## src/rtl/quadgen_pkg.sv

```systemverilog
// Shared types and constants for the quadrature encoder generator.
package quadgen_pkg;

   typedef enum logic [1:0] {
      IDLE = 2'd0,
      RUN  = 2'd1,
      HOLD = 2'd2
   } state_t;

   // CW order of (B,A); index 0 is the reset state 00
   localparam logic [3:0][1:0] GRAY_SEQ = {2'b10, 2'b11, 2'b01, 2'b00};

   function automatic logic [1:0] next_phase(input logic [1:0] idx, input logic cw);
      return cw ? (idx + 2'd1) : (idx - 2'd1);
   endfunction

endpackage

```

## src/rtl/quadgen_phase_timer.sv

```systemverilog
// Loadable down-counter; expire_c flags the counting cycle on which it sits at zero.
module quadgen_phase_timer #(
   parameter int unsigned W = 8
) (
   input  logic         clk,
   input  logic         rst,
   input  logic         load,
   input  logic         count,
   input  logic [W-1:0] load_val,
   output logic         expire_c
);

   logic [W-1:0] count_q;

   always_ff @(posedge clk) begin
      if (rst) begin
         count_q <= '0;
      end else if (load) begin
         count_q <= load_val;
      end else if (count && (count_q != '0)) begin
         count_q <= count_q - W'(1);
      end
   end

   assign expire_c = count && (count_q == '0);

endmodule

```

## src/rtl/quad_encoder_gen.sv

```systemverilog
// Step-driven quadrature encoder emulator with position counter.
// Optional push-button output enabled by defining QUADGEN_BUTTON_EN.
module quad_encoder_gen
   import quadgen_pkg::*;
#(
   parameter int unsigned PHASE_CYCLES   = 1000,
   parameter int unsigned EDGES_PER_STEP = 4,
   parameter int unsigned POS_W          = 19
) (
   input  logic             clk,
   input  logic             rst,
   input  logic             step_valid,
   input  logic             step_dir,
   output logic             step_ready,
   output logic [1:0]       Encoder,
   output logic             busy,
   output logic [POS_W-1:0] Posicion
`ifdef QUADGEN_BUTTON_EN
   ,
   input  logic             btn_req,
   output logic             EncoderBoton
`endif
);

   // Wide enough for the longest duration loaded, the 4-phase button press
   localparam int unsigned TMR_W = $clog2(4 * PHASE_CYCLES);
   localparam logic [TMR_W-1:0] PHASE_LOAD = TMR_W'(PHASE_CYCLES - 1);
   localparam logic [1:0] LAST_EDGE = 2'(EDGES_PER_STEP - 1);

   state_t     state;
   logic       dir;
   logic [1:0] phase_idx;
   logic [1:0] edge_cnt;
   logic [1:0] nidx_c;
   logic       accept_c;
   logic       run_load_c;
   logic       run_count_c;
   logic       run_expire_c;

   always_comb begin
      accept_c    = 1'b0;
      run_load_c  = 1'b0;
      run_count_c = 1'b0;
      nidx_c      = next_phase(phase_idx, dir);
      accept_c    = (state == IDLE) && step_valid && step_ready;
      run_load_c  = accept_c || ((state == RUN) && run_expire_c);
      run_count_c = (state != IDLE);
   end

   quadgen_phase_timer #(.W(TMR_W)) u_run_timer (
      .clk      (clk),
      .rst      (rst),
      .load     (run_load_c),
      .count    (run_count_c),
      .load_val (PHASE_LOAD),
      .expire_c (run_expire_c)
   );

   // Step FSM: each RUN expiry emits one Gray edge; HOLD pads one phase before IDLE
   always_ff @(posedge clk) begin
      if (rst) begin
         state      <= IDLE;
         dir        <= 1'b0;
         phase_idx  <= 2'd0;
         edge_cnt   <= 2'd0;
         Encoder    <= 2'b00;
         Posicion   <= '0;
         step_ready <= 1'b1;
         busy       <= 1'b0;
      end else begin
         case (state)
            IDLE: begin
               if (accept_c) begin
                  dir        <= step_dir;
                  edge_cnt   <= 2'd0;
                  state      <= RUN;
                  step_ready <= 1'b0;
                  busy       <= 1'b1;
               end
            end
            RUN: begin
               if (run_expire_c) begin
                  phase_idx <= nidx_c;
                  Encoder   <= GRAY_SEQ[nidx_c];
                  if (edge_cnt == LAST_EDGE) begin
                     edge_cnt <= 2'd0;
                     state    <= HOLD;
                     Posicion <= dir ? (Posicion + POS_W'(1)) : (Posicion - POS_W'(1));
                  end else begin
                     edge_cnt <= edge_cnt + 2'd1;
                  end
               end
            end
            HOLD: begin
               if (run_expire_c) begin
                  state      <= IDLE;
                  step_ready <= 1'b1;
                  busy       <= 1'b0;
               end
            end
            default: begin
               state      <= IDLE;
               step_ready <= 1'b1;
               busy       <= 1'b0;
            end
         endcase
      end
   end

`ifdef QUADGEN_BUTTON_EN
   localparam logic [TMR_W-1:0] PRESS_LOAD = TMR_W'(4 * PHASE_CYCLES - 1);

   logic btn_load_c;
   logic btn_count_c;
   logic btn_expire_c;

   always_comb begin
      btn_load_c  = 1'b0;
      btn_count_c = 1'b0;
      btn_load_c  = EncoderBoton && btn_req;
      btn_count_c = !EncoderBoton;
   end

   quadgen_phase_timer #(.W(TMR_W)) u_btn_timer (
      .clk      (clk),
      .rst      (rst),
      .load     (btn_load_c),
      .count    (btn_count_c),
      .load_val (PRESS_LOAD),
      .expire_c (btn_expire_c)
   );

   // Active-low press; new requests are dropped until the press completes
   always_ff @(posedge clk) begin
      if (rst) begin
         EncoderBoton <= 1'b1;
      end else if (btn_load_c) begin
         EncoderBoton <= 1'b0;
      end else if (btn_expire_c) begin
         EncoderBoton <= 1'b1;
      end
   end
`endif

endmodule

```

## config.mk

```make
export PLATFORM = sky130hd
export DESIGN_NAME = quad_encoder_gen
export DESIGN_NICKNAME = d
export VERILOG_FILES = /design/src/rtl/quadgen_pkg.sv /design/src/rtl/quadgen_phase_timer.sv /design/src/rtl/quad_encoder_gen.sv
export SDC_FILE = /design/constraint.sdc
export NUM_CORES = 1
export LEC_CHECK = 0
export CAP_MARGIN = 0
export CORE_MARGIN = 2
export CORE_UTILIZATION = 45
export CTS_CLUSTER_DIAMETER = 100
export CTS_CLUSTER_SIZE = 8
export DETAILED_ROUTE_END_ITERATION = 10
export HOLD_SLACK_MARGIN = 0.12
export PLACE_DENSITY = 0.65
export SYNTH_ARGS = -nofsm -noshare
export SYNTH_HDL_FRONTEND = slang
export SYNTH_SLANG_ARGS = --single-unit
```

## constraint.sdc

```tcl
create_clock -name clk -period 3.4 [get_ports clk]
set_clock_uncertainty 0.05 [all_clocks]
set_input_delay 1.02 -clock clk [delete_from_list [all_inputs] [get_ports clk]]
set_output_delay 1.02 -clock clk [all_outputs]
set_load 0.02 [all_outputs]
```

# Yosys cells after proc, flatten, opt, wreduce, memory -nomap -nowiden
# Index checks and enable logic that the tools add are counted.
dict set report classes {
  n_addsub 6
  magnitude_cmp 1
  eq_ne 7
  n_mux 21
  bitwise 1
  reduce_logical 19
}
# cell n
set op_table {}
lappend op_table {{$mux W10} 2}
lappend op_table {{$add A19 B1 Y19 const B} 1}
lappend op_table {{$mux W19} 1}
lappend op_table {{$sub A19 B1 Y19 const B} 1}
lappend op_table {{$mux W2} 9}
lappend op_table {{$logic_not A12 Y1} 1}
lappend op_table {{$reduce_bool A12 Y1} 1}
lappend op_table {{$sub A12 B1 Y12 const B} 1}
lappend op_table {{$reduce_and A3 Y1} 3}
lappend op_table {{$ne A2 B2 Y1 const B} 3}
lappend op_table {{$pmux W1 S3} 2}
lappend op_table {{$pmux W2 S3} 1}
lappend op_table {{$reduce_bool A2 Y1} 3}
lappend op_table {{$logic_and A1 B1 Y1} 5}
lappend op_table {{$add A2 B1 Y2 const B} 2}
lappend op_table {{$bmux W2 S2} 1}
lappend op_table {{$eq A2 B2 Y1 const B} 2}
lappend op_table {{$mux W1} 4}
lappend op_table {{$pmux W2 S2} 1}
lappend op_table {{$reduce_and A2 Y1} 2}
lappend op_table {{$reduce_and A4 Y1} 1}
lappend op_table {{$lt A2 B3 Y1 const B} 1}
lappend op_table {{$eq A2 B1 Y1 const B} 1}
lappend op_table {{$logic_not A2 Y1} 1}
lappend op_table {{5 further kinds} 5}
dict set report word_totals {
  register_bits 42
  inputBits 4
  output_inout_bits 23
  wordCells 65
}

# Longest topological paths before layout
dict set report logic_depth {
  depth_word 5
  ltp_mapped 10
  ltp_nobuf 8
}

# Modules after synthesis
# Synthesis repeated with hierarchy kept, for this count alone.
dict set report unflattened {
  cells_unflattened 355
  area_unflattened_um2 2837.7
}
# mod instances cells_each area_per_inst_um2 seq_area_each_um2
set by_module_without_submodules {}
lappend by_module_without_submodules {quad_encoder_gen 1 248 2001.9 580.6}
lappend by_module_without_submodules {quadgen_phase_timer 1 107 835.8 240.2}

# Least setup slack after synthesis
# No wires, ideal clock.
dict set report synth_timing {
  kind {reg2reg}
  start {register dir}
  end {register Posicion[18]}
  setup_ns 0.123
  t_arrival_ns 2.792
  required_ns 3.227
  path_slack_ns 0.435
  path_stages_with_launch 10
  path_buffers 1
  synth_period_minus_slack_ns 2.965
  path_cell_list {dfxtp_1 -> clkbuf_1 -> inv_1 -> ha_1 -> a21o_1 -> a221oi_4 -> o22ai_2 -> or4b_1 -> nand4_1 -> mux2_1}
}
dict set report synth_between {
  elab_chain_cells 1
}
# item line
set synth_rtl {}
lappend synth_rtl {{from (decl)} quad_encoder_gen.sv:31} ;# logic dir;
lappend synth_rtl {{from (signal assigned)} quad_encoder_gen.sv:74} ;# dir <= step_dir;
lappend synth_rtl {{$mux W19} quad_encoder_gen.sv:88} ;# Posicion <= dir ? (Posicion + POS_W'(1)) : (Posicion - POS_W'(1));
lappend synth_rtl {{to (signal assigned)} quad_encoder_gen.sv:88}
lappend synth_rtl {{to (decl)} quad_encoder_gen.sv:17} ;# output logic [POS_W-1:0] Posicion
# Every way passes these cells.
# A chain may end at the register's enable or synchronous reset.

# Worst setup path after layout
dict set report layout_timing {
  start {register dir}
  end {register Posicion[16]}
}
# The elaborated chain is that of the path after synthesis.

==> impl_results.md <==
* P per Cell Area at about 390 mW/mm^2
* Die ar. at between 0.006 and 0.007 sq mm
* Top post-synthesis cells by area: dfxtp_1 (30%), ha_1 (9.3%), a21oi_1 (5.9%), nor2_1 (4.6%), xnor2_1 (4.2%)
* Rows at 28
* Largest delay share family, worst path: compound AO/OA/AOI/OAI gates
* Seq cells post-synth at 41
* Min-Delay Path Depth at 2
* Maximum VDD drop at 0.241 mV
* Synth area leader: dfxtp_1
* Fillcell total at about 560
* Reg clk slew, reported paths at 0.09 ns
* Hold_ws at just over 0.4 ns
* Initial antenna violation count at 0
* Total Routing Usage GR at 0.204
* Commonest non-fill, non-tap cells in the layout: dfxtp_1 (41), nor2_1 (33), a21oi_1 (32)
* Core region area at 0.00585 sq mm
* Achievable Freq at about 330 MHz
* Buf+Inv Stages, Crit Path at 2
* Most common cell after layout, fill and taps aside: dfxtp_1
* Worst R2R Start: dir
* RePlAce Congestion at about 0.94
* Synth Area per Inst at 8.38 sq um
* Fin crit share at 0.884
* Num CTS Buffers at 5
* Crit path largest cell delay at 0.49 ns
* Leak at between 1 and 1.5 nW
* Max_cap viols at 0
* Remaining DRCs at 0
* Register area share after synthesis at 0.304
* Final WL at ~6.2 mm
* Final #Nets at around 370
* CTS sink count at about 40
* Port-buffer cells at 26
* Initial Util at 0.461
* Vias per inst at approximately 5.7
* Slew HR at 0.536
* Final Max Tran Viols at 0
* CTS tree: built
* Clock Latency Late Sink at about 0.30 ns
* # hold bufs at CTS at 0
* Final hold vios at 0
* Largest net degree at the start of global routing at 31
* First-pass DRT Iterations at 4
* Cells along the critical path: inv_1 > buf_4 > ha_1 > a21o_1 > a31o_2 > a221o_1 > a221oi_1 > nor4_1 > a311o_1
* Ys Warns at 0
* Final instance area at 0.00313 sq mm
* IO Pins at 27
* Multi-input gate area in the final layout at 0.00177 sq mm
* Post-synth cell types at slightly below 60
* Register-to-Register Path Depth at 9
* Worst hold start: edge_cnt[1]
* Synth Cell Area at 0.00270 sq mm
* EDFF count, synth at 0
* Vias after detailed routing at roughly 2400
* Clock Path Buffers at 2
* R2r setup slk at roughly 0.39 ns
* WHS Endpoint: edge_cnt[1]
* Met3 WL at 197 um
* Worst EP arrival at ~3.1 ns
* Syn nets at between 300 and 400
* Routed met2 length at ~2.7 mm
* Setup WS pre-CTS at about 0.44 ns
* Length of routed wiring on met1 at around 3.2 mm
* WP data required at between 3 and 4 ns
* Final worst slack at between 0.3 and 0.4 ns
* Slowest CP cell: dfxtp_1
* Crit path launch type: register
* Class of the worst hold path: reg -> reg
* Post-CTS Resized at 0
* Kind of critical path: reg -> reg
* DR top layer: met4
* First-pass GRT wire length at 10.6 mm
* Antenna cells at 0
* Tightest Pin Transition at 0.694 ns
* Post-CTS Setup Bufs at 0
* Status: finished, final reports clean
* Post-DRT Antenna Nets at 0
* Drt initial violations at slightly below 100
* Share of layout cells above drive strength 1 at 0.0698
* Remaining global-route overflow at 0
* Placed Area at about 0.0030 sq mm
* Area delta synth->final at 15.9%
* Final min period at about 3 ns
* Die Wd at 81.4 um
* Routed len/inst at about 15 um
* Worst r2r dst: Posicion[16]
* CP Max Fanout at 12
* Syn Inst Count at 322
* Vias in the first global route at 2246
* Post-synth top flop: dfxtp_1
* Worst Setup End Kind: register
* H-tree levels at 2
* Synth top area share at 0.304
* Setup repair after global routing missed its margin: false
* Final setup TNS at 0 ns
* Clock root cell: clkbuf_8
* Setup violations, final at 0
* Detailed placer's ending HPWL at 4.51 mm
* Async SR Flop Fraction at 0
* Sequential Area at just over 800 sq um
* Die Y-Extent at just over 80 um
-- cell usage after synthesis, types with 2 or more instances --
cell type and instances:
o21ai_0 9, clkbuf_1 8, a31oi_1 3, nand3_1 12, inv_1 9, o21bai_1 2, nand3b_1 2, nor2_1 33
a31o_2 3, nor3b_1 2, nand2_1 18, nor3_1 18, o211a_1 2, or3_1 2, nor2b_1 5, a311o_1 3
mux2i_1 3, xnor2_1 13, nand4_1 4, nor4_1 5, a221o_1 4, and4_1 5, a21oi_1 32, buf_2 7
ha_1 20, a21o_1 10, xor2_1 9, o31ai_1 3, and3_1 5, nand2b_1 2, dfxtp_1 41
-- stage by stage --
step	cells	power (mW)	util
after floorplan	322	0.734	-
after global placement	411	0.788	0.515
after detailed placement	411	0.792	0.515
after CTS	419	1.21	0.534
after global routing	419	1.27	0.534
final	419	1.20	0.534
-- power breakdown --
part | internal (mW) | switching (mW) | leakage, nW
clock network | 0.221 | 0.199 | 0.0585
logic | 0.0977 | 0.146 | 0.906
registers | 0.507 | 0.0325 | 0.334
total | 0.826 | 0.378 | 1.30
-- worst min-delay path: cells and delay by family, from the launching register on --
kind            cells  cell delay, ns
simple gates        1            0.05
compound gates      1            0.05
flops               1            0.32
-- layer usage --
layer / GRT usage / vias up
li1: - / 1236
met1: 0.291 / 1117
met2: 0.314 / 42
met3: 0.0352 / 9
met4: 0.0576 / 0
met5: 0 / -
-- cell families after synthesis --
logic type | synth area share
AOI/OAI and AO/OA | 0.225
DFF | 0.304
xor gates and xnor gates | 0.0714
adders and majority gates | 0.100
and+or+nand+nor | 0.239
buffers and inverters | 0.0408
muxes | 0.0195
-- worst max-delay path by stage --
| stage | start | endpoint | slack (ns) | cells past startpoint |
|---|---|---|---|---|
| 4_1_cts | dir | Posicion[16] | 0.40 | 9 |
| 5_1_grt | dir | Posicion[16] | 0.19 | 9 |
| 3_3_place_gp | dir | Posicion[16] | 0.50 | 9 |
| 2_1_floorplan | dir | Posicion[18] | 0.43 | 9 |
| 3_5_place_dp | dir | Posicion[16] | 0.44 | 9 |
| 6_report | dir | Posicion[16] | 0.39 | 9 |
-- sequential cells by signal (all words and copies together), names as in the netlist --
register and cells:
step_ready 1, dir 1, Posicion 19, edge_cnt 2, state 2, phase_idx 1
u_run_timer.count_q 12, busy 1, Encoder 2
-- cell type report --
cell class | count | share of cell area
flip-flops and latches | 41 | 0.263
repair buffers | 31 | 0.0953
clock inverters | 3 | 0.0140
clock buffers | 5 | 0.0220
inverters | 9 | 0.0108
well taps | 75 | 0.0300
multi-input cells | 255 | 0.565
Power figures use the tool's default switching activity.
